$ cat config.mk
export PLATFORM = sky130hd
export DESIGN_NAME = div
export DESIGN_NICKNAME = d
export VERILOG_FILES = /design/src/rtl/div.sv
export SDC_FILE = /design/constraint.sdc
export NUM_CORES = 1
export LEC_CHECK = 0
export BUFFER_PORTS_ARGS = -buffer_cell sky130_fd_sc_hd__buf_2
export CORE_MARGIN = 2
export CORE_UTILIZATION = 40
export CTS_BUF_LIST = sky130_fd_sc_hd__clkbuf_2
export DETAILED_ROUTE_END_ITERATION = 10
export SLEW_MARGIN = 20
export SYNTH_ARGS = -nofsm -noshare
export SYNTH_HDL_FRONTEND = slang
export SYNTH_SLANG_ARGS = --single-unit
export TNS_END_PERCENT = 50
$ cat constraint.sdc
create_clock -name clk -period 4.4 [get_ports clk]
set_input_delay 1.1 -clock clk [delete_from_list [all_inputs] [get_ports clk]]
set_output_delay 1.1 -clock clk [all_outputs]
set_load 0.01 [all_outputs]
$ cat src/rtl/div.sv
// Sequential signed divider: restoring division on magnitudes, one bit per cycle,
// then a sign-correction cycle. Quotient goes to low, remainder to high.
module div #(
    parameter int WIDTH = 32
) (
    input  logic             clk,
    input  logic             reset,
    input  logic             DivCtrl,
    input  logic [WIDTH-1:0] a,
    input  logic [WIDTH-1:0] b,
    output logic [WIDTH-1:0] high,
    output logic [WIDTH-1:0] low,
    output logic             div_end,
    output logic             div_zero
);
    typedef enum logic [1:0] {IDLE, RUN, FIX, ZERO} state_t;

    localparam int CW = $clog2(WIDTH + 1);
    localparam logic [WIDTH-1:0] ONE = 1;

    state_t           state, state_nx;
    logic             sa, sb;
    logic [WIDTH-1:0] mag_b, rem, quo;
    logic [CW-1:0]    count;

    logic [WIDTH-1:0] mag_a_in, mag_b_in, rem_nx, quo_nx;
    logic [WIDTH:0]   rem_sh, trial;

    always_comb begin
        mag_a_in = a[WIDTH-1] ? (~a + ONE) : a;
        mag_b_in = b[WIDTH-1] ? (~b + ONE) : b;
    end

    // One restoring step: the dividend's MSB shifts out of quo into rem.
    always_comb begin
        rem_sh = {rem, quo[WIDTH-1]};
        trial  = rem_sh - {1'b0, mag_b};
        rem_nx = trial[WIDTH] ? rem_sh[WIDTH-1:0] : trial[WIDTH-1:0];
        quo_nx = {quo[WIDTH-2:0], ~trial[WIDTH]};
    end

    always_ff @(posedge clk or negedge reset) begin
        if (!reset) state <= IDLE;
        else        state <= state_nx;
    end

    always_comb begin
        state_nx = state;
        if (DivCtrl) begin
            state_nx = (b == '0) ? ZERO : RUN;
        end else begin
            case (state)
                RUN:     if (count == CW'(1)) state_nx = FIX;
                FIX:     state_nx = IDLE;
                ZERO:    state_nx = IDLE;
                default: state_nx = state;
            endcase
        end
    end

    always_ff @(posedge clk or negedge reset) begin
        if (!reset) begin
            sa       <= 1'b0;
            sb       <= 1'b0;
            mag_b    <= '0;
            rem      <= '0;
            quo      <= '0;
            count    <= '0;
            high     <= '0;
            low      <= '0;
            div_end  <= 1'b0;
            div_zero <= 1'b0;
        end else if (DivCtrl) begin
            // A start in any state restarts from scratch.
            sa       <= a[WIDTH-1];
            sb       <= b[WIDTH-1];
            mag_b    <= mag_b_in;
            quo      <= mag_a_in;
            rem      <= '0;
            count    <= CW'(WIDTH);
            div_end  <= 1'b0;
            div_zero <= 1'b0;
        end else begin
            case (state)
                RUN: begin
                    rem   <= rem_nx;
                    quo   <= quo_nx;
                    count <= count - CW'(1);
                end
                FIX: begin
                    low     <= (sa ^ sb) ? (~quo + ONE) : quo;
                    high    <= sa ? (~rem + ONE) : rem;
                    div_end <= 1'b1;
                end
                ZERO: begin
                    div_zero <= 1'b1;
                    div_end  <= 1'b1;
                end
                default: div_end <= 1'b0;
            endcase
        end
    end
endmodule

==> summary.md, run 1 <==
| Metric | Value |
|---|---|
| Slew margin rel. | 39.63% |
| Sw Ratio | 42.59% |
| Slew Viols, Final | 0 |
| Post-synth EDFFs | 0 |
| Initial antenna violation count | 1 |
| Root Buffer | clkbuf_2 |
| GR Util met3 | 3.410% |
| VDD IR max | 151.9 µV |
| Crit path largest cell delay | 0.73 ns |
| Layout cells sized above 1 | 14.04% |
| Global-route wire length before repair | 46.29 mm |
| HP Class | in2async |
| Setup Fix Bufs, Post-CTS | 0 |
| Clk slew on worst S/H paths | 0.32 ns |
| Switching pwr | 2240 µW |
| Met2 Usage GRT | 27.39% |
| Detailed Route WL | 28.34 mm |
| Clock power frac | 17.2% |
| Hold Vio Cnt, Final | 0 |
| DR vias/cell | 5.254 |
| Seq/Total Area, Yosys | 37.94% |
| Via count | 9,478 |
| Most Frequent Cell on Critical Path | a211oi_1 |
| Vias in the first global route | 8,630 |
| Area Growth Syn to Fin | 11.37% |
| Total CTS buffers | 17 |
| Pwr Total | 5259 µW |
| Final Net Count | 1,518 |
| Cells after Synth | 1,320 |
| Post-Syn Area per Cell | 8.593 µm² |
| Fin crit period | 3.950 ns |
| DP HPWL | 21.47 mm |
| Crit path capture type | flip-flop |
| Overall routing resource usage | 19.62% |
| CTS Buffer Depth | 2 |
| Pwr dens | 416.3 mW/mm² |
| Seq cells post-synth | 172 |
| CORE AREA | 0.02786 mm² |
| Final cycle utilization of the critical path | 89.76% |
| CTS tree | built |
| Top_reg_cell synth | dfrtp_1 |
| Unrepaired setup endpoints after global routing | no |
| Comb pwr share | 43.5% |
| Buffers on Ports | 132 |
| Final setup fails | 0 |
| Asr flop ratio synth | 100.0% |
| Clock skew | 0.05052 ns |
| R2R depth | 11 |
| Most frequent cells in the layout | dfrtp_1, nand2_1, buf_2 |
| Die Ht | 172.4 µm |
| Reg power frac | 39.3% |
| Die area | 0.02972 mm² |
| Total Negative Setup Slacks | 0 ns |
| Syn_nets | 1,426 |
| Post-DRT Antenna Nets | 0 |
| # clock sinks | 172 |
| IO Pins | 133 |
| Max Fclk | 0.2532 GHz |
| Startpoint Class | flip-flop |
| Drc violations | 0 |
| Crit path cell chain | ha_1, a21oi_1, o21ai_0, a31oi_1, a211oi_1, o31ai_1, o21ai_2, xnor2_4, buf_4, mux2i_1, a211oi_1 |
| First drt pass iteration count | 5 |
| Chip width | 172.4 µm |
| Worst-path fanout max | 24 |
| PostCTS Resize Cnt | 0 |
| Busiest grt layer | met1 |
| MaxCap Viol Count | 0 |
| Total gr overflow | 0 |
| Synthesized area | 0.01134 mm² |
| Most common cell after layout, fill and taps aside | dfrtp_1 |
| Met1 GRT Util | 31.37% |
| Final Wtd Congestion | 0.8935 |
| Run status | complete, no violations |
| Iter 0 DRT Violations | 744 |
| H-Tree Depth | 4 |
| Worst slew pin tran | 0.9037 ns |
| Worst setup path class | reg2reg |
| Row Count | 61 |
| Yosys Warn Count | 0 |
| Worst path slowest cell | xnor2_4 |
| Final instance area | 0.01263 mm² |
| Cts-stage hold buffer count | 0 |
| Initial Utilization | 40.72% |
| P_leak | 0.006050 µW |
| Unique masters post-synth | 64 |
| CP required | 5.07 ns |
| DP Area | 0.01236 mm² |
| CP arrival | 4.62 ns |
| Worst-skew pair later-pin latency | 0.80 ns |
| Routed WL per cell | 15.71 µm |
| Int Power | 3020 µW |
| Largest net degree at the start of global routing | 77 |
## cells by family after synthesis
kind of cell | synth area share [%]
flip-flops | 37.94
adder cells (fa/ha/maj) | 4.368
multiplexers | 4.809
buffers and inverters | 4.644
XOR/XNOR | 11.90
AND/OR/NAND/NOR | 16.21
AO/OA/AOI/OAI | 20.12
## per-stage QoR
stage / std cells / worst slack (ns) / hold slack (ns) / utilization, %
2_1_floorplan: 1320 / 1.221 / 0.4757 / -
3_3_place_gp: 1771 / 0.6704 / 0.4571 / 44.38
3_5_place_dp: 1771 / 0.5405 / 0.4645 / 44.38
4_1_cts: 1803 / 0.4533 / 0.1996 / 45.30
5_1_grt: 1804 / 0.2160 / 0.1414 / 45.35
6_report: 1804 / 0.4505 / 0.2145 / 45.35
## synth_stat cells (4+ instances only)
| cell | instances | area share (%) |
|---|---|---|
| a211oi_1 | 39 | 2.6 |
| a21boi_0 | 4 | 0.26 |
| a21o_1 | 20 | 1.3 |
| a21oi_1 | 96 | 4.2 |
| a31oi_1 | 7 | 0.39 |
| and2_1 | 12 | 0.66 |
| and3_1 | 4 | 0.22 |
| buf_1 | 12 | 0.40 |
| clkbuf_1 | 59 | 2.0 |
| dfrtp_1 | 172 | 38 |
| ha_1 | 38 | 4.2 |
| inv_1 | 59 | 2.0 |
| mux2_2 | 4 | 0.40 |
| mux2i_1 | 50 | 4.4 |
| nand2_1 | 155 | 5.1 |
| nand2b_1 | 16 | 0.88 |
| nand3_1 | 9 | 0.40 |
| nand4_1 | 12 | 0.66 |
| nor2_1 | 107 | 3.5 |
| nor2b_1 | 6 | 0.33 |
| nor3_1 | 27 | 1.2 |
| nor4_1 | 16 | 0.88 |
| o21ai_0 | 128 | 5.6 |
| o21bai_1 | 5 | 0.33 |
| o31ai_1 | 28 | 1.9 |
| o41ai_1 | 14 | 1.1 |
| or3_1 | 10 | 0.55 |
| or4_1 | 12 | 0.79 |
| xnor2_1 | 76 | 5.9 |
| xor2_1 | 75 | 5.8 |
## layout make-up
cell class / instances / area, µm²
diodes: 1 / 2.502
clock buffers: 17 / 85.08
clock inverters: 15 / 170.2
fillers: 2786 / 15220
inverters: 60 / 225.2
multi-input cells: 1013 / 6546
flip-flops and latches: 172 / 4304
well taps: 378 / 473.0
repair buffers: 148 / 827.0
## flip-flops by register name (all words and copies together), names as in the netlist, 2 cells and up
name / flops
low: 32
quo: 32
rem: 32
mag_b: 32
state: 2
high: 32
count: 6
## per-layer routing
layer / vias to the layer above / part of all wire [%]
met4: 0 / 0.60
met3: 11 / 4.6
met2: 198 / 40
met5: - / 0
li1: 4853 / -
met1: 4416 / 55
## worst paths after layout
kind,from,to,slack (ns)
min in group clk,low[26],low[26],0.51
hold / removal,reset,low[17],0.21
max in group asynchronous,reset,mag_b[0],3.23
setup / recovery,rem[6],rem[22],0.45
hold reg to reg,low[26],low[26],0.51
setup reg to reg,rem[6],rem[22],0.45
## worst max-delay path, delay by kind of cell (launching register included)
kind                     cells  cell delay (ns)
AO/OA/AOI/OAI                7             1.81
XOR/XNOR                     1             0.73
flip-flops                   1             0.50
adder cells (fa/ha/maj)      1             0.38
buffers and inverters        1             0.32
multiplexers                 1             0.10
## power by group through the flow
stage,sequential (µW),combinational [µW],clock [µW]
floorplan,2010,1770,0
global placement,2090,2260,0
detailed placement,2090,2280,0
CTS,2070,2290,925
global route,2110,2560,1010
finish,2070,2290,903
Power figures use the tool's default switching activity.
==> run 2, diff against run 1 <==
--- a/config.mk
+++ b/config.mk
@@ -10,6 +10,7 @@
 export CORE_UTILIZATION = 40
 export CTS_BUF_LIST = sky130_fd_sc_hd__clkbuf_2
 export DETAILED_ROUTE_END_ITERATION = 10
+export PLACE_DENSITY = 0.55
 export SLEW_MARGIN = 20
 export SYNTH_ARGS = -nofsm -noshare
 export SYNTH_HDL_FRONTEND = slang
==> run 2 against run 1 <==
Setup slack improved by 0.20 ns. Combinational power barely moved. Largest cell class unchanged. Via count fell by 0.38%. Critical path type unchanged.
==> summary.md, run 2 (synthesis results as in run 1) <==
| Metric | Value |
|---|---|
| Fin crit period | 3.750 ns (-0.1992 ns) |
| Worst slew pin tran | 1.077 ns (+0.1736 ns) |
| Final Wtd Congestion | 0.8809 (-1.4%) |
| Layout cells sized above 1 | 13.97% (-0.060 points) |
| Largest net degree at the start of global routing | 177 (+130%) |
| Worst path slowest cell | dfrtp_1 |
| IO Pins | 133 (unchanged) |
| Crit path cell chain | inv_1, ha_1, fa_1, nand2b_1, a21oi_1, o21ai_0, a211oi_1, o31ai_1, o21ai_2, xnor2_4, buf_12, mux2i_1, a211oi_1 |
| Startpoint Class | flip-flop |
| VDD IR max | 149.2 µV (-1.8%) |
| Total Negative Setup Slacks | 0 ns (unchanged) |
| Row Count | 61 (unchanged) |
| RR Endpoint | rem[22] |
| Die area | 0.02972 mm² (unchanged) |
| Post-DRT Antenna Nets | 0 (unchanged) |
| Vias in the first global route | 8,663 (+0.38%) |
| Crit path capture type | flip-flop |
| CTS tree | built |
| Final design utilization | 45.33% (about the same) |
| Worst-skew pair later-pin latency | 0.79 ns (about the same) |
| Cts-stage hold buffer count | 0 (unchanged) |
| Slew margin rel. | 28.03% (-12 points) |
| Most common cell after layout, fill and taps aside | dfrtp_1 |
| R2R depth | 13 (+2) |
| Reg power frac | 39.8% (+0.5 points) |
| Routed WL per cell | 16.01 µm (+1.9%) |
| Slew Viols, Final | 0 (unchanged) |
| CP required | 5.07 ns (about the same) |
| Final instance area | 0.01263 mm² (about the same) |
| Setup Fix Bufs, Post-CTS | 0 (unchanged) |
| Area Growth Syn to Fin | 11.32% (about the same) |
| H-Tree Depth | 4 (unchanged) |
| Clock power frac | 16.9% (-0.3 points) |
| # clock sinks | 172 (unchanged) |
| Run status | complete, no violations |
| Worst-path fanout max | 20 (-17%) |
| Pwr Total | 5249 µW (-0.21%) |
| PostCTS Resize Cnt | 0 (unchanged) |
| Flop2flop setup slack | 0.65 ns (+0.20 ns) |
| Detailed Route WL | 28.87 mm (+1.9%) |
| HP Class | in2async |
| CTS Buffer Depth | 2 (unchanged) |
| P_leak | 0.006032 µW (-0.29%) |
| Chip width | 172.4 µm (unchanged) |
| MaxCap Viol Count | 0 (unchanged) |
| Hold slack | 0.2356 ns (+0.02110 ns) |
| Hold Vio Cnt, Final | 0 (unchanged) |
| Initial antenna violation count | 1 (unchanged) |
| DR vias/cell | 5.237 (-0.32%) |
| Total CTS buffers | 17 (unchanged) |
| Most Frequent Cell on Critical Path | a211oi_1 |
| CP Buf/Inv Count | 2 (+1) |
| Final Net Count | 1,517 (-0.066%) |
| DP HPWL | 21.57 mm (+0.45%) |
| Critical path's top delay family | compound AO/OA/AOI/OAI gates |
| Most frequent cells in the layout | dfrtp_1, nand2_1, buf_2 |
| Clock skew | 0.05232 ns (+0.001804 ns) |
| Initial Utilization | 40.72% (unchanged) |
| Sw Ratio | 43.24% (+0.65 points) |
| Via count | 9,442 (-0.38%) |
| Drc violations | 0 (unchanged) |
| Switching pwr | 2269 µW (+1.3%) |
| Comb pwr share | 43.3% (-0.2 points) |
| Root Buffer | clkbuf_2 |
| DP Area | 0.01236 mm² (about the same) |
| First drt pass iteration count | 5 (unchanged) |
| Max Fclk | 0.2666 GHz (+5.3%) |
| Pwr dens | 415.7 mW/mm² (-0.16%) |
| Overall routing resource usage | 20.05% (+0.42 points) |
| CP arrival | 4.42 ns (-0.20 ns) |
| Iter 0 DRT Violations | 628 (-16%) |
| CORE AREA | 0.02786 mm² (unchanged) |
| Worst setup path class | reg2reg |
| Clk slew on worst S/H paths | 0.32 ns (about the same) |
| Global-route wire length before repair | 47.08 mm (+1.7%) |
| Final setup fails | 0 (unchanged) |
| Int Power | 2979 µW (-1.3%) |
| Final cycle utilization of the critical path | 85.23% (-4.5 points) |
| Die Ht | 172.4 µm (unchanged) |
| Worst R2R Start | quo[31] |
| Crit path largest cell delay | 0.44 ns (-0.29 ns) |
| Total gr overflow | 0 (unchanged) |
| Unrepaired setup endpoints after global routing | no |
| Buffers on Ports | 132 (unchanged) |
==> run 2: changes by cell type in the layout (fill, tap and decap cells not counted), sizes merged <==
cell	delta
bufinv	-1
buf	-1
clkinvlp	+1
==> run 2: power groups by stage <==
stage / clock network [µW] / logic, µW / registers [µW]
after global placement: 0 / 2260 / 2100
final: 885 / 2280 / 2090
after detailed placement: 0 / 2270 / 2110
after CTS: 915 / 2280 / 2080
after global routing: 977 / 2560 / 2130
after floorplan: 0 / 1770 / 2010
==> run 2: worst max-delay path by stage <==
stage                            to  depth (start not counted)  startpoint
after global placement      rem[30]                         13     quo[31]
after detailed placement    rem[20]                         13     quo[31]
final                       rem[22]                         13     quo[31]
after floorplan           mag_b[28]                          8       b[10]
after global routing        rem[19]                         13     quo[31]
after CTS                   rem[22]                         13     quo[31]
==> run 2: area by class of cell <==
type,instances,area (µm²)
Fill cell,2800,15230
Multi-Input combinational cell,1013,6546
Sequential cell,172,4304
Timing Repair Buffer,147,819.5
Tap cell,378,473.0
Inverter,60,225.2
Clock inverter,15,171.4
Clock buffer,17,85.08
Antenna cell,1,2.502
==> run 2: per-layer routing <==
| metal | wire length (µm) | track usage, % | up-vias |
|---|---|---|---|
| met2 | 11800 | 28.33 | 202 |
| met5 | 0 | 0 | - |
| met4 | 192 | 3.909 | 0 |
| li1 | - | - | 4843 |
| met1 | 15740 | 32.27 | 4384 |
| met3 | 1138 | 2.541 | 13 |
==> run 2: metrics by stage <==
step	setup WS, ns	instances
floorplan	1.221	1320
global placement	0.7230	1770
detailed placement	0.6451	1770
CTS	0.5505	1802
global route	0.2382	1803
finish	0.6497	1803
==> run 3, diff against run 2 <==
--- a/config.mk
+++ b/config.mk
@@ -7,10 +7,10 @@
 export LEC_CHECK = 0
 export BUFFER_PORTS_ARGS = -buffer_cell sky130_fd_sc_hd__buf_2
 export CORE_MARGIN = 2
-export CORE_UTILIZATION = 40
+export CORE_UTILIZATION = 31
 export CTS_BUF_LIST = sky130_fd_sc_hd__clkbuf_2
 export DETAILED_ROUTE_END_ITERATION = 10
-export PLACE_DENSITY = 0.55
+export PLACE_DENSITY = 0.45
 export SLEW_MARGIN = 20
 export SYNTH_ARGS = -nofsm -noshare
 export SYNTH_HDL_FRONTEND = slang
==> run 3 against run 2 <==
Cell area is 1.2% higher. Via count is 1.0% lower. Combinational power is 2% higher. Count of clock-buffer cells in the layout stayed put. Critical path depth stayed put. Die area is 28% higher. Clock skew is 0.014 ns higher. Non-clock buffer count is 6 higher. Register-to-register slack worse by 0.15 ns. Setup slack worse by 0.15 ns. Largest power group unchanged.
==> summary.md, run 3 (synthesis results as in run 1) <==
| Metric | Value |
|---|---|
| Crit path capture type | flip-flop |
| Global-route wire length before repair | 50.81 mm (+7.9%) |
| Chip width | 195.3 µm (+13%) |
| Buffers on Ports | 132 (unchanged) |
| Final worst slack | 0.4989 ns (-0.1509 ns) |
| H-Tree Depth | 4 (unchanged) |
| Overall routing resource usage | 16.83% (-3.2 points) |
| # clock sinks | 172 (unchanged) |
| Initial antenna violation count | 1 (unchanged) |
| Detailed Route WL | 31.51 mm (+9.1%) |
| Iter 0 DRT Violations | 485 (-23%) |
| Most common cell after layout, fill and taps aside | dfrtp_1 |
| Setup Fix Bufs, Post-CTS | 0 (unchanged) |
| Final setup fails | 0 (unchanged) |
| Cts-stage hold buffer count | 0 (unchanged) |
| Worst setup path class | reg2reg |
| CP arrival | 4.64 ns (+0.22 ns) |
| Row Count | 70 (+15%) |
| Pwr dens | 416.3 mW/mm² (+0.15%) |
| Unrepaired setup endpoints after global routing | no |
| HP Class | in2async |
| IO Pins | 133 (unchanged) |
| Worst-skew pair later-pin latency | 0.89 ns (+0.10 ns) |
| First drt pass iteration count | 5 (unchanged) |
| Slew Viols, Final | 0 (unchanged) |
| Drc violations | 0 (unchanged) |
| Critical path's top delay family | compound AO/OA/AOI/OAI gates |
| Worst Setup EP | rem[10] |
| MaxCap Viol Count | 0 (unchanged) |
| Most Frequent Cell on Critical Path | a211oi_1 |
| Fillers | 3,853 (+38%) |
| Post-DRT Antenna Nets | 0 (unchanged) |
| Via count | 9,345 (-1.0%) |
| Final instance area | 0.01278 mm² (+1.2%) |
| Total gr overflow | 0 (unchanged) |
| Routed WL per cell | 16.59 µm (+3.6%) |
| Hold Vio Cnt, Final | 0 (unchanged) |
| Crit path largest cell delay | 0.47 ns (+0.03 ns) |
| Clock skew | 0.06594 ns (+0.01362 ns) |
| Initial Utilization | 31.21% (-9.5 points) |
| CTS Buffer Depth | 2 (unchanged) |
| Max Fclk | 0.2563 GHz (-3.9%) |
| Layout cells sized above 1 | 14.34% (+0.36 points) |
| Area Growth Syn to Fin | 12.71% |
| Root Buffer | clkbuf_2 |
| CTS tree | built |
| Final Wtd Congestion | 0.8407 (-4.6%) |
| CP Buf/Inv Count | 2 (unchanged) |
| DR vias/cell | 4.921 (-6.0%) |
| Flop2flop setup slack | 0.50 ns (-0.15 ns) |
| PostCTS Resize Cnt | 0 (unchanged) |
| Die area | 0.03814 mm² (+28%) |
| Worst R2R Start | quo[31] |
| Vias in the first global route | 9,110 (+5.2%) |
| Final design utilization | 35.17% (-10 points) |
| Most frequent cells in the layout | dfrtp_1, nand2_1, buf_2 |
| Total Negative Setup Slacks | 0 ns (unchanged) |
| Final Net Count | 1,523 (+0.40%) |
| DP HPWL | 24.00 mm (+11%) |
| Final cycle utilization of the critical path | 88.66% (+3.4 points) |
| Run status | complete, no violations |
| Startpoint Class | flip-flop |
| Clk slew on worst S/H paths | 0.35 ns (+0.03 ns) |
| R2R depth | 13 (unchanged) |
| Crit path cell chain | inv_1, ha_1, fa_1, nand2b_1, a21oi_1, o21ai_0, a211oi_1, o31ai_1, o21ai_2, xnor2_4, buf_12, mux2i_1, a211oi_1 |
| Placement Setup Slack | 0.5546 ns (-0.09054 ns) |
| Total CTS buffers | 17 (unchanged) |
| Worst-path fanout max | 23 (+15%) |
| P_leak | 0.006078 µW (+0.76%) |
| Die Ht | 195.3 µm (+13%) |
| Largest net degree at the start of global routing | 125 (-29%) |
| VDD IR max | 159.2 µV (+6.7%) |
| Worst slew pin tran | 0.8913 ns (-0.1860 ns) |
| CP startpoint | quo[31] |
| Worst path slowest cell | a211oi_1 |
| CP required | 5.14 ns (+0.07 ns) |
| DP Area | 0.01253 mm² (+1.4%) |
| Fin crit period | 3.901 ns (+0.1509 ns) |
| CORE AREA | 0.03635 mm² (+30%) |
| Slew margin rel. | 40.58% (+13 points) |
| Crit. path cell count | 13 (unchanged) |
| Pwr Total | 5322 µW (+1.4%) |
| RR Endpoint | rem[10] |
[run 3: worst min path at each step]
| stage | slack (ns) | to | startpoint | cells after the start |
|---|---|---|---|---|
| after global routing | 0.11 | low[30] | reset | 1 |
| after global placement | 0.46 | low[8] | low[8] | 2 |
| after detailed placement | 0.46 | high[1] | high[1] | 2 |
| after floorplan | 0.48 | mag_b[31] | mag_b[31] | 2 |
| final | 0.18 | low[30] | reset | 1 |
| after CTS | 0.10 | low[30] | reset | 1 |
[run 3: stage by stage]
stage / hold slack (ns) / cells
2_1_floorplan: 0.4757 / 1320
3_3_place_gp: 0.4570 / 1866
3_5_place_dp: 0.4643 / 1866
4_1_cts: 0.1048 / 1898
5_1_grt: 0.1052 / 1899
6_report: 0.1776 / 1899
[run 3: power by group]
group	internal [µW]	total [µW]	switching (µW)	leakage, µW
registers	1790	2070	282	0.00220
clock network	242	917	676	0.000155
logic	1010	2330	1330	0.00372
[run 3: cell type report]
| class | instances | area (µm²) | area share, % |
|---|---|---|---|
| Antenna cell | 1 | 2.502 | 0.01957 |
| Clock buffer | 17 | 85.08 | 0.6655 |
| Clock inverter | 15 | 170.2 | 1.331 |
| Inverter | 60 | 225.2 | 1.762 |
| Multi-Input combinational cell | 1013 | 6535 | 51.12 |
| Sequential cell | 172 | 4304 | 33.67 |
| Tap cell | 468 | 585.6 | 4.580 |
| Timing Repair Buffer | 153 | 877.1 | 6.860 |
[run 3: per-layer routing]
| layer | vias up | track usage (%) | part of all wire, % |
|---|---|---|---|
| li1 | 4832 | - | - |
| met1 | 4359 | 26.21 | 55 |
| met2 | 137 | 24.18 | 41 |
| met3 | 17 | 2.832 | 3.7 |
| met4 | 0 | 3.336 | 0.85 |
| met5 | - | 0 | 0 |
